--- src/rtl/flow_step_controller.sv ---
// Run/step sequencer for the flow core: debounced keys drive a five-state FSM
// that gates the core clock-enable, with a PC breakpoint and a wrapping executed-cycle count.

module flow_step_key #(
    parameter int DEBOUNCE_CYCLES = 4
) (
    input  logic clock,
    input  logic resetn,
    input  logic raw,
    output logic press
);
    localparam int CW = (DEBOUNCE_CYCLES > 2) ? $clog2(DEBOUNCE_CYCLES) : 1;

    logic          sync1, s, stable, stable_q;
    logic [CW-1:0] cnt;

    always_ff @(posedge clock or negedge resetn) begin
        if (!resetn) begin
            sync1    <= 1'b0;
            s        <= 1'b0;
            stable   <= 1'b0;
            stable_q <= 1'b0;
            cnt      <= '0;
        end else begin
            sync1    <= raw;
            s        <= sync1;
            stable_q <= stable;
            // Any return of s to the accepted level restarts the stability window.
            if (s != stable) begin
                if (cnt == CW'(DEBOUNCE_CYCLES - 1)) begin
                    stable <= s;
                    cnt    <= '0;
                end else begin
                    cnt <= cnt + CW'(1);
                end
            end else begin
                cnt <= '0;
            end
        end
    end

    assign press = stable & ~stable_q;
endmodule

module flow_step_controller #(
    parameter int DEBOUNCE_CYCLES = 4,
    parameter int PC_WIDTH        = 16
) (
    input  logic                clock,
    input  logic                resetn,
    input  logic                step_key,
    input  logic                run_key,
    input  logic                clock_lock,
    input  logic                halt_request,
    input  logic                break_enable,
    input  logic [PC_WIDTH-1:0] break_addr,
    input  logic [PC_WIDTH-1:0] pc,
    output logic                core_enable,
    output logic                running,
    output logic                break_hit,
    output logic [2:0]          state,
    output logic [15:0]         step_count
);
    typedef enum logic [2:0] {
        HALTED = 3'd0,
        STEP   = 3'd1,
        RUN    = 3'd2,
        BREAK  = 3'd3,
        RESUME = 3'd4
    } state_t;

    state_t state_q, state_d;
    logic   step_press, run_press, bp;

    flow_step_key #(.DEBOUNCE_CYCLES(DEBOUNCE_CYCLES)) u_step_key (
        .clock (clock),
        .resetn(resetn),
        .raw   (step_key),
        .press (step_press)
    );

    flow_step_key #(.DEBOUNCE_CYCLES(DEBOUNCE_CYCLES)) u_run_key (
        .clock (clock),
        .resetn(resetn),
        .raw   (run_key),
        .press (run_press)
    );

    assign bp = break_enable & (pc == break_addr);

    always_ff @(posedge clock or negedge resetn) begin
        if (!resetn) state_q <= HALTED;
        else         state_q <= state_d;
    end

    always_comb begin
        state_d = state_q;
        if (clock_lock) begin
            state_d = HALTED;
        end else if (halt_request && (state_q == STEP || state_q == RUN || state_q == RESUME)) begin
            state_d = HALTED;
        end else if (state_q == RUN && bp) begin
            state_d = BREAK;
        end else begin
            case (state_q)
                HALTED: begin
                    if (step_press)     state_d = STEP;
                    else if (run_press) state_d = RUN;
                end
                RUN:    if (run_press) state_d = HALTED;
                BREAK: begin
                    if (step_press)     state_d = STEP;
                    else if (run_press) state_d = RESUME;
                end
                STEP:    state_d = HALTED;
                RESUME:  state_d = RUN;
                default: state_d = HALTED;
            endcase
        end
    end

    // STEP and RESUME ignore bp so a resumed core moves off the breakpoint PC.
    assign core_enable = ~clock_lock & ~halt_request &
                         ((state_q == STEP) | (state_q == RESUME) | ((state_q == RUN) & ~bp));
    assign running     = (state_q == RUN) | (state_q == RESUME);
    assign break_hit   = (state_q == BREAK);
    assign state       = state_q;

    always_ff @(posedge clock or negedge resetn) begin
        if (!resetn)          step_count <= '0;
        else if (core_enable) step_count <= step_count + 16'd1;
    end
endmodule

--- config.mk ---
export PLATFORM = sky130hd
export DESIGN_NAME = flow_step_controller
export DESIGN_NICKNAME = d
export VERILOG_FILES = /design/src/rtl/flow_step_controller.sv
export SDC_FILE = /design/constraint.sdc
export NUM_CORES = 1
export LEC_CHECK = 0
export ABC_AREA = 1
export CORE_MARGIN = 3
export CORE_UTILIZATION = 45
export DETAILED_ROUTE_END_ITERATION = 16
export GPL_ROUTABILITY_DRIVEN = 0
export PLACE_DENSITY = 0.79
export SYNTH_ARGS = -nofsm -noshare
export SYNTH_HDL_FRONTEND = slang
export SYNTH_HIERARCHICAL = 1
export SYNTH_SLANG_ARGS = --single-unit
--- constraint.sdc ---
create_clock -name clock -period 4.02 [get_ports clock]
set_clock_uncertainty 0.1 [all_clocks]
set_input_delay 0.603 -clock clock [delete_from_list [all_inputs] [get_ports clock]]
set_output_delay 0.603 -clock clock [all_outputs]
set_load 0.005 [all_outputs]
# After elaboration in Yosys (flattened, before gate mapping)
# Cells that the tools add are included.
# totals
reg_bits,31
latch_bits,0
ram_bits,0
romBits,0
output_inout_bits,22
memories,0
# classes
addsub,3
mul,0
div_mod_pow,0
order_cmp,0
n_eq_ne,12
shift,0
muxes,13
bitwise_logic,14
n_reduce_logical,8
# op_table
cell,n
$mux 3,8
$add 16x1->16 const B,1
$eq 16x16->1,1
$pmux 3 s4,1
$mux 2,4
$and 1x1->1,6
$eq 3x2->1 const B,2
$ne 6x2->1 const B,1
$ne 6x6->1 const B,1
$ne 5x4->1 const B,1
$not 1->1,5
$add 2x1->2 const B,2
$eq 2x2->1 const B,2
$reduce_and 2->1,2
$eq 3x1->1 const B,1
$eq 3x3->1 const B,1
$logic_not 3->1,1
$or 1x1->1,3
$reduce_and 3->1,1
$logic_and 1x1->1,2
$logic_or 1x1->1,2
$ne 1x1->1,2

# Depth between registers and ports, before layout
# Gate-level depths: netlist of the first run.
# logic_depth
word_depth,8
ltp_mapped,12
mapped_depth_nobuf,12

# By module
# The synthesis of the first run kept the hierarchy.
# modules_own_cells
mod,n_inst,cells_per_inst,area_per_inst_um2,seq_area_each_um2
flow_step_controller,1,254,1600.3,475.5
flow_step_key,2,19,211.5,150.1

# Least setup slack after synthesis of the first run
# No wires, ideal clock.
# synth_timing
path_kind,in2out
from,in break_addr[15]
to,out core_enable
arrival_ns,1.392
t_required_ns,3.317
setup_slack_ns,1.925
path_stages,10
path_buffers,1
cell_sequence,inv_1 > nand2_1 > nand2_1 > nor2_1 > nand2_1 > nor2_1 > nand3_1 > nand2_2 > nand2_4 > buf_8
# synth_via
elab_chain_len,6
# synth_lines
item,line,source
from (decl),56,"input logic [PC_WIDTH-1:0] break_addr,"
$eq 16x16->1,89,assign bp = break_enable & (pc == break_addr);
$and 1x1->1,89,
$not 1->1,124,((state_q == STEP) | (state_q == RESUME) | ((state_q == RUN) & ~bp));
$and 1x1->1,124,
$or 1x1->1,124,
$and 1x1->1,123,assign core_enable = ~clock_lock & ~halt_request &
to (decl),58,"output logic core_enable,"
# Every way passes these cells.

# Worst setup path after layout of the first run
# layout_timing
from,in pc[12]
to,out core_enable
# layout_via
elab_chain_len,6
# layout_lines
item,line,source
from (decl),57,"input logic [PC_WIDTH-1:0] pc,"
$eq 16x16->1,89,
$and 1x1->1,89,
$not 1->1,124,
$and 1x1->1,124,
$or 1x1->1,124,
$and 1x1->1,123,
# Every way passes these cells.

==> impl_metrics.toml, run 1 <==
[outcome]
status = "finished clean"

[setup_path]
cp.required_ns = 3.32
crit_start = "pc[12]"
r2r_setup_slack_ns = 2.16
r2r-start = "step_count[0]$_DFFE_PN0P_"
crit_path_end_kind = "primary output"
worstSetupPathType = "input port to primary output"
crit_path_start_kind = "input port"
critical_path_arrival_ns = 2.48
crit_end = "core_enable"
worst-path-max-fanout = 28
r2r_cells = 8
r2r-end = "step_count[14]$_DFFE_PN0P_"

[logic_synthesis]
yosys_warnings = 6
postSynthCellCount = 292
syn-cell-area_um2 = 2023
synth-seq-area-share_pct = 38.34
synth.ff_latch_count = 31
post_synth_num_cell_types = 25
syn_avg_cell_area_um2 = 6.929
synth_fp_nets = 334

[routing]
firstDrtPassIters = 4
antenna_left = 0
routed-via-count = 1893
wl_mm = 4.564
wire_per_inst_um = 11.16
drc_errors = 0
drt-initial-drc-count = 62
vias_per_cell = 4.628

[timing]
slew_violations = 0
min_period_over_period_pct = 79.29
worst_pin_slew_ns = 0.3886
tns_ns = 0
report.final.setup_viol = 0
finalHoldViolCount = 0
slew_headroom_pct = 74.10
fin_crit_ns = 3.187
max_freq_ghz = 0.3137
hold_ws_ns = 0.2546
worst_slack_ns = 0.8327
rsz0062_at_grt = "false"

[worst_hold_path]
hold_path_class = "register to register"

[cts]
clockRootBuffer = "clkbuf_8"
cts_tree = "built"
h-tree-depth = 2
clkSinkCount = 31
cts_hold_buf = 0
cts_buffers = 5
cts.repair.resized = 0
cts_max_path_buffers = 2
clk_latency_ns = 0.28
postCtsSetupRepairBufs = 0
clk_pin_slew_ns = 0.07

[global_routing]
antenna_found_initial = 0
grt_pass1_vias = 1780
grt_pass1_wl_mm = 7.534
grt_usage_pct = 17.89
grt_overflow = 0
grt_max_degree = 32

[floorplanning]
fp.dieH_um = 73.05
fp.coreArea_um2 = 4173
initial_core_util_pct = 48.49
io_pins = 61
fp-row-count = 23
die_w_um = 73.05
design.die.area_um2 = 5336

[finish]
area_growth_pct = 36.43
seqCellArea_um2 = 775.7
n_antenna_cell = 0
final_common_cell = "nand2_1"
fin_nets = 400
n_fill_cell = 366
multi_input_area_um2 = 1022
drive_gt1_share_pct = 7.521
layout_common_cells = "nand2_1 (102), clkdlybuf4s50_1 (60), inv_1 (51)"
final_cells = 409

[placement]
dp_cells = 401
hpwl_mm = 3.616
preCtsSetupSlack_ns = 0.8106
portBuffers = 60

[pwr]
power.total_uw = 1269
p_leak_uw = 0.001391
vdd_ir_drop_max_mv = 0.3636
power-per-cell-area_nw_per_um2 = 459.9

[run]
cap_violations = 0
worst min path at each step:
stage	depth (start not counted)	endpoint	slack, ns	start
after floorplan	0	state[0]$_DFFE_PN0P_	0.21	resetn
after detailed placement	0	u_step_key/s$_DFF_PN0_	0.24	u_step_key/sync1$_DFF_PN0_
after global placement	0	u_step_key/s$_DFF_PN0_	0.23	u_step_key/sync1$_DFF_PN0_
after global routing	0	u_step_key/s$_DFF_PN0_	0.26	u_step_key/sync1$_DFF_PN0_
after CTS	0	u_step_key/s$_DFF_PN0_	0.26	u_step_key/sync1$_DFF_PN0_
final	0	u_run_key/s$_DFF_PN0_	0.25	u_run_key/sync1$_DFF_PN0_
per-stage QoR:
step                      utilization [%]  cell area (um2)
after floorplan                         -             2023
after global placement              63.93             2668
after detailed placement            63.93             2668
after CTS                           66.15             2760
after global routing                66.15             2760
final                               66.15             2760
layout make-up:
type / instances / area share [%]
clock inverters: 3 / 0.8613
multi-input cells: 206 / 37.04
flip-flops and latches: 31 / 28.11
well taps: 50 / 2.267
inverters: 53 / 7.208
clock buffers: 5 / 2.493
repair buffers: 61 / 22.03
worst max-delay path, stage by stage:
cell             delay (ns)
clkdlybuf4s50_1        0.48
inv_1                  0.04
nand2_1                0.05
nand2_1                0.07
nor2_1                 0.12
nand2_1                0.06
nor2_1                 0.10
nand3_1                0.09
nand2_2                0.14
nand2_4                0.21
clkdlybuf4s50_1        0.51
logic make-up (layout without fill, tap and decap cells):
logic type | Yosys count | count (layout) | share of synthesized area, %
flip-flops | 31 | 31 | 38.34
XOR/XNOR | 16 | 16 | 6.927
buffers and inverters | 55 | 122 | 11.13
AO/OA/AOI/OAI | 15 | 15 | 5.194
adder cells (fa/ha/maj) | 3 | 3 | 1.855
AND/OR/NAND/NOR | 172 | 172 | 36.55
cell usage after synthesis (all sizes together):
| cell type | number | area share (%) |
|---|---|---|
| xor2 | 13 | 5.6 |
| nor4 | 1 | 0.31 |
| ha | 3 | 1.9 |
| nand4 | 4 | 1.2 |
| o21ai | 14 | 4.9 |
| a21oi | 1 | 0.25 |
| or2 | 3 | 0.93 |
| dfrtp | 31 | 38 |
| xnor2 | 3 | 1.3 |
| nand2 | 104 | 20 |
| nor3 | 9 | 3.2 |
| nand3b | 1 | 0.37 |
| nor2 | 31 | 5.8 |
| inv | 53 | 9.8 |
| buf | 2 | 1.3 |
| nand3 | 19 | 4.9 |
flip-flops by register name (all words and copies together), names as in the netlist:
name	flops
step_count	16
state	3
u_run_key/cnt	2
u_step_key/cnt	2
u_run_key/s	1
u_run_key/stable	1
u_run_key/stable_q	1
u_run_key/sync1	1
u_step_key/s	1
u_step_key/stable	1
u_step_key/stable_q	1
u_step_key/sync1	1
routing by layer:
layer | wire, um | global-route usage, %
met3 | 220 | 4.270
met5 | 0 | 0
met2 | 2188 | 30.59
met1 | 2123 | 22.59
met4 | 31 | 4.508
power breakdown:
group          internal, uW  switching, uW
Clock                   124            128
Sequential              408           86.0
Combinational           272            252
Note: power is estimated with default switching activity, not from simulation.
==> run 2: changes to the inputs <==
CORE_UTILIZATION = 43   (was 45)
clock period = 2.9 ns   (was 4.02 ns; I/O delays follow)
==> run 2 against run 1 <==
Setup slack worse by 0.56 ns. Cell count up 0.73%. First-iteration DRC count down 4.8%. Die area up 4.3%. Power up 45%. Sequential share of layout area down 0.35 points. Global-route usage down 0.84 points. Highest routed layer unchanged.
==> impl_metrics.toml, run 2 (synthesized netlist as in run 1, its figures left out) <==
[outcome]
status = "finished clean"

[setup_path]
r2r_cells = 10
crit_path_end_kind = "primary output"
crit_end = "core_enable"
crit_path_start_kind = "input port"
worstSetupPathType = "input port to primary output"
critical_path_arrival_ns = 2.09
r2r-start = "state[1]$_DFFE_PN0P_"
r2r-end = "step_count[9]$_DFFE_PN0P_"
worst-path-max-fanout = 6
crit_start = "pc[3]"
cp.required_ns = 2.37
r2r_setup_slack_ns = 0.96

[global_routing]
grt_pass1_wl_mm = 7.293
met2_usage_pct = 28.68
grt_max_degree = 32
antenna_found_initial = 0
grt_pass1_vias = 1706
grt_usage_pct = 17.06
grt_busiest_layer = "met2"
use_met3_pct = 5.000
use_met1_pct = 21.61
grt_overflow = 0

[floorplanning]
fp.dieH_um = 74.60
die_w_um = 74.60
fp.coreArea_um2 = 4444
design.die.area_um2 = 5564
fp-row-count = 24
io_pins = 61
initial_core_util_pct = 45.52

[cts]
clk_latency_ns = 0.29
cts_buffers = 5
h-tree-depth = 2
clkSinkCount = 31
postCtsSetupRepairBufs = 0
cts_max_path_buffers = 2
clockRootBuffer = "clkbuf_8"
clk_pin_slew_ns = 0.06
cts_tree = "built"
cts.repair.resized = 0
cts_hold_buf = 0

[routing]
drc_errors = 0
routed-via-count = 1950
firstDrtPassIters = 4
drt-initial-drc-count = 59
wl_mm = 4.589
wire_per_inst_um = 11.14
antenna_left = 0
vias_per_cell = 4.733

[finish]
final_common_cell = "nand2_1"
layout_common_cells = "nand2_1 (102), clkdlybuf4s50_1 (60), inv_1 (51)"
largest_reg_flops = 16
area_growth_pct = 38.16
n_antenna_cell = 0
n_fill_cell = 401
multi_input_area_um2 = 1022
fin_nets = 401
largest-register = "step_count"
seqCellArea_um2 = 775.7
final_cells = 412
drive_gt1_share_pct = 7.778

[run]
cap_violations = 0

[placement]
dp_cells = 404
hpwl_mm = 3.549
portBuffers = 60

[timing]
max_freq_ghz = 0.3803
finalHoldViolCount = 0
min_period_over_period_pct = 90.68
fin_crit_ns = 2.630
slew_headroom_pct = 74.61
slew_violations = 0
tns_ns = 0
rsz0062_at_grt = "false"
report.final.setup_viol = 0
worst_pin_slew_ns = 0.3809

[pwr]
p_leak_uw = 0.001417
vdd_ir_drop_max_mv = 0.4568
power-per-cell-area_nw_per_um2 = 659.9

[worst_hold_path]
hold_path_class = "register to register"
min_from = "u_run_key/sync1$_DFF_PN0_"
==> run 2: changes by cell type in the layout (fill, tap and decap cells not counted), sizes merged <==
cell	before	now
inv	54	53
clkinvlp	2	0
bufinv	0	1
clkbuf	5	6
buf	1	2
clkinv	0	1
==> run 2: worst max-delay path, cell delays in order <==
cell and delay, ns:
clkdlybuf4s50_1 0.48, inv_1 0.04, nand2_1 0.07, nand2_1 0.05, nor2_1 0.12, nand2_1 0.07, nor2_1 0.08, nand3_1 0.10
nand2_2 0.14, nand2_4 0.06, clkdlybuf4s50_1 0.44
==> run 2: final cells by class <==
type,count,area share (%)
inverters,53,7.117
well taps,52,2.328
flip-flops and latches,31,27.75
multi-input cells,206,36.57
repair buffers,62,22.02
clock inverters,2,1.253
clock buffers,6,2.954
==> run 2: how the worst min path moves through the flow <==
stage,endpoint,cells after the start
after global routing,u_run_key/s$_DFF_PN0_,0
after CTS,u_run_key/s$_DFF_PN0_,0
final,u_run_key/s$_DFF_PN0_,0
after global placement,u_run_key/s$_DFF_PN0_,0
after detailed placement,u_run_key/s$_DFF_PN0_,0
after floorplan,state[0]$_DFFE_PN0P_,0
==> run 2: through the flow <==
step           setup slack (ns)  utilization [%]  hold WS, ns  total power (uW)  instance area (um2)
3_5_place_dp             0.2627            60.25       0.2355              1424                 2678
6_report                 0.2704            62.89       0.2477              1844                 2795
2_1_floorplan             1.141                -      0.03941              1093                 2023
5_1_grt                 0.09960            62.89       0.2539              1990                 2795
3_3_place_gp             0.2661            60.25       0.2321              1402                 2678
4_1_cts                  0.2620            62.89       0.2499              1870                 2795
==> run 2: where the power goes <==
part | switching (uW) | internal [uW] | total (uW)
Sequential | 117 | 567 | 684
Clock | 154 | 277 | 431
Combinational | 349 | 380 | 729
==> run 2: per-layer routing <==
layer  vias to the layer above  share of wire [%]
met5                         -                  0
met4                         0               0.94
met3                         6                7.3
met2                        59                 48
met1                       864                 44
li1                       1021                  -
==> run 3: changes to the inputs <==
CTS_CLUSTER_DIAMETER = 100   (was default)
SLEW_MARGIN = 5   (was default)
==> results of run 3 <==
Same layout as run 2: the final DEF is identical, and so are final timing and power.
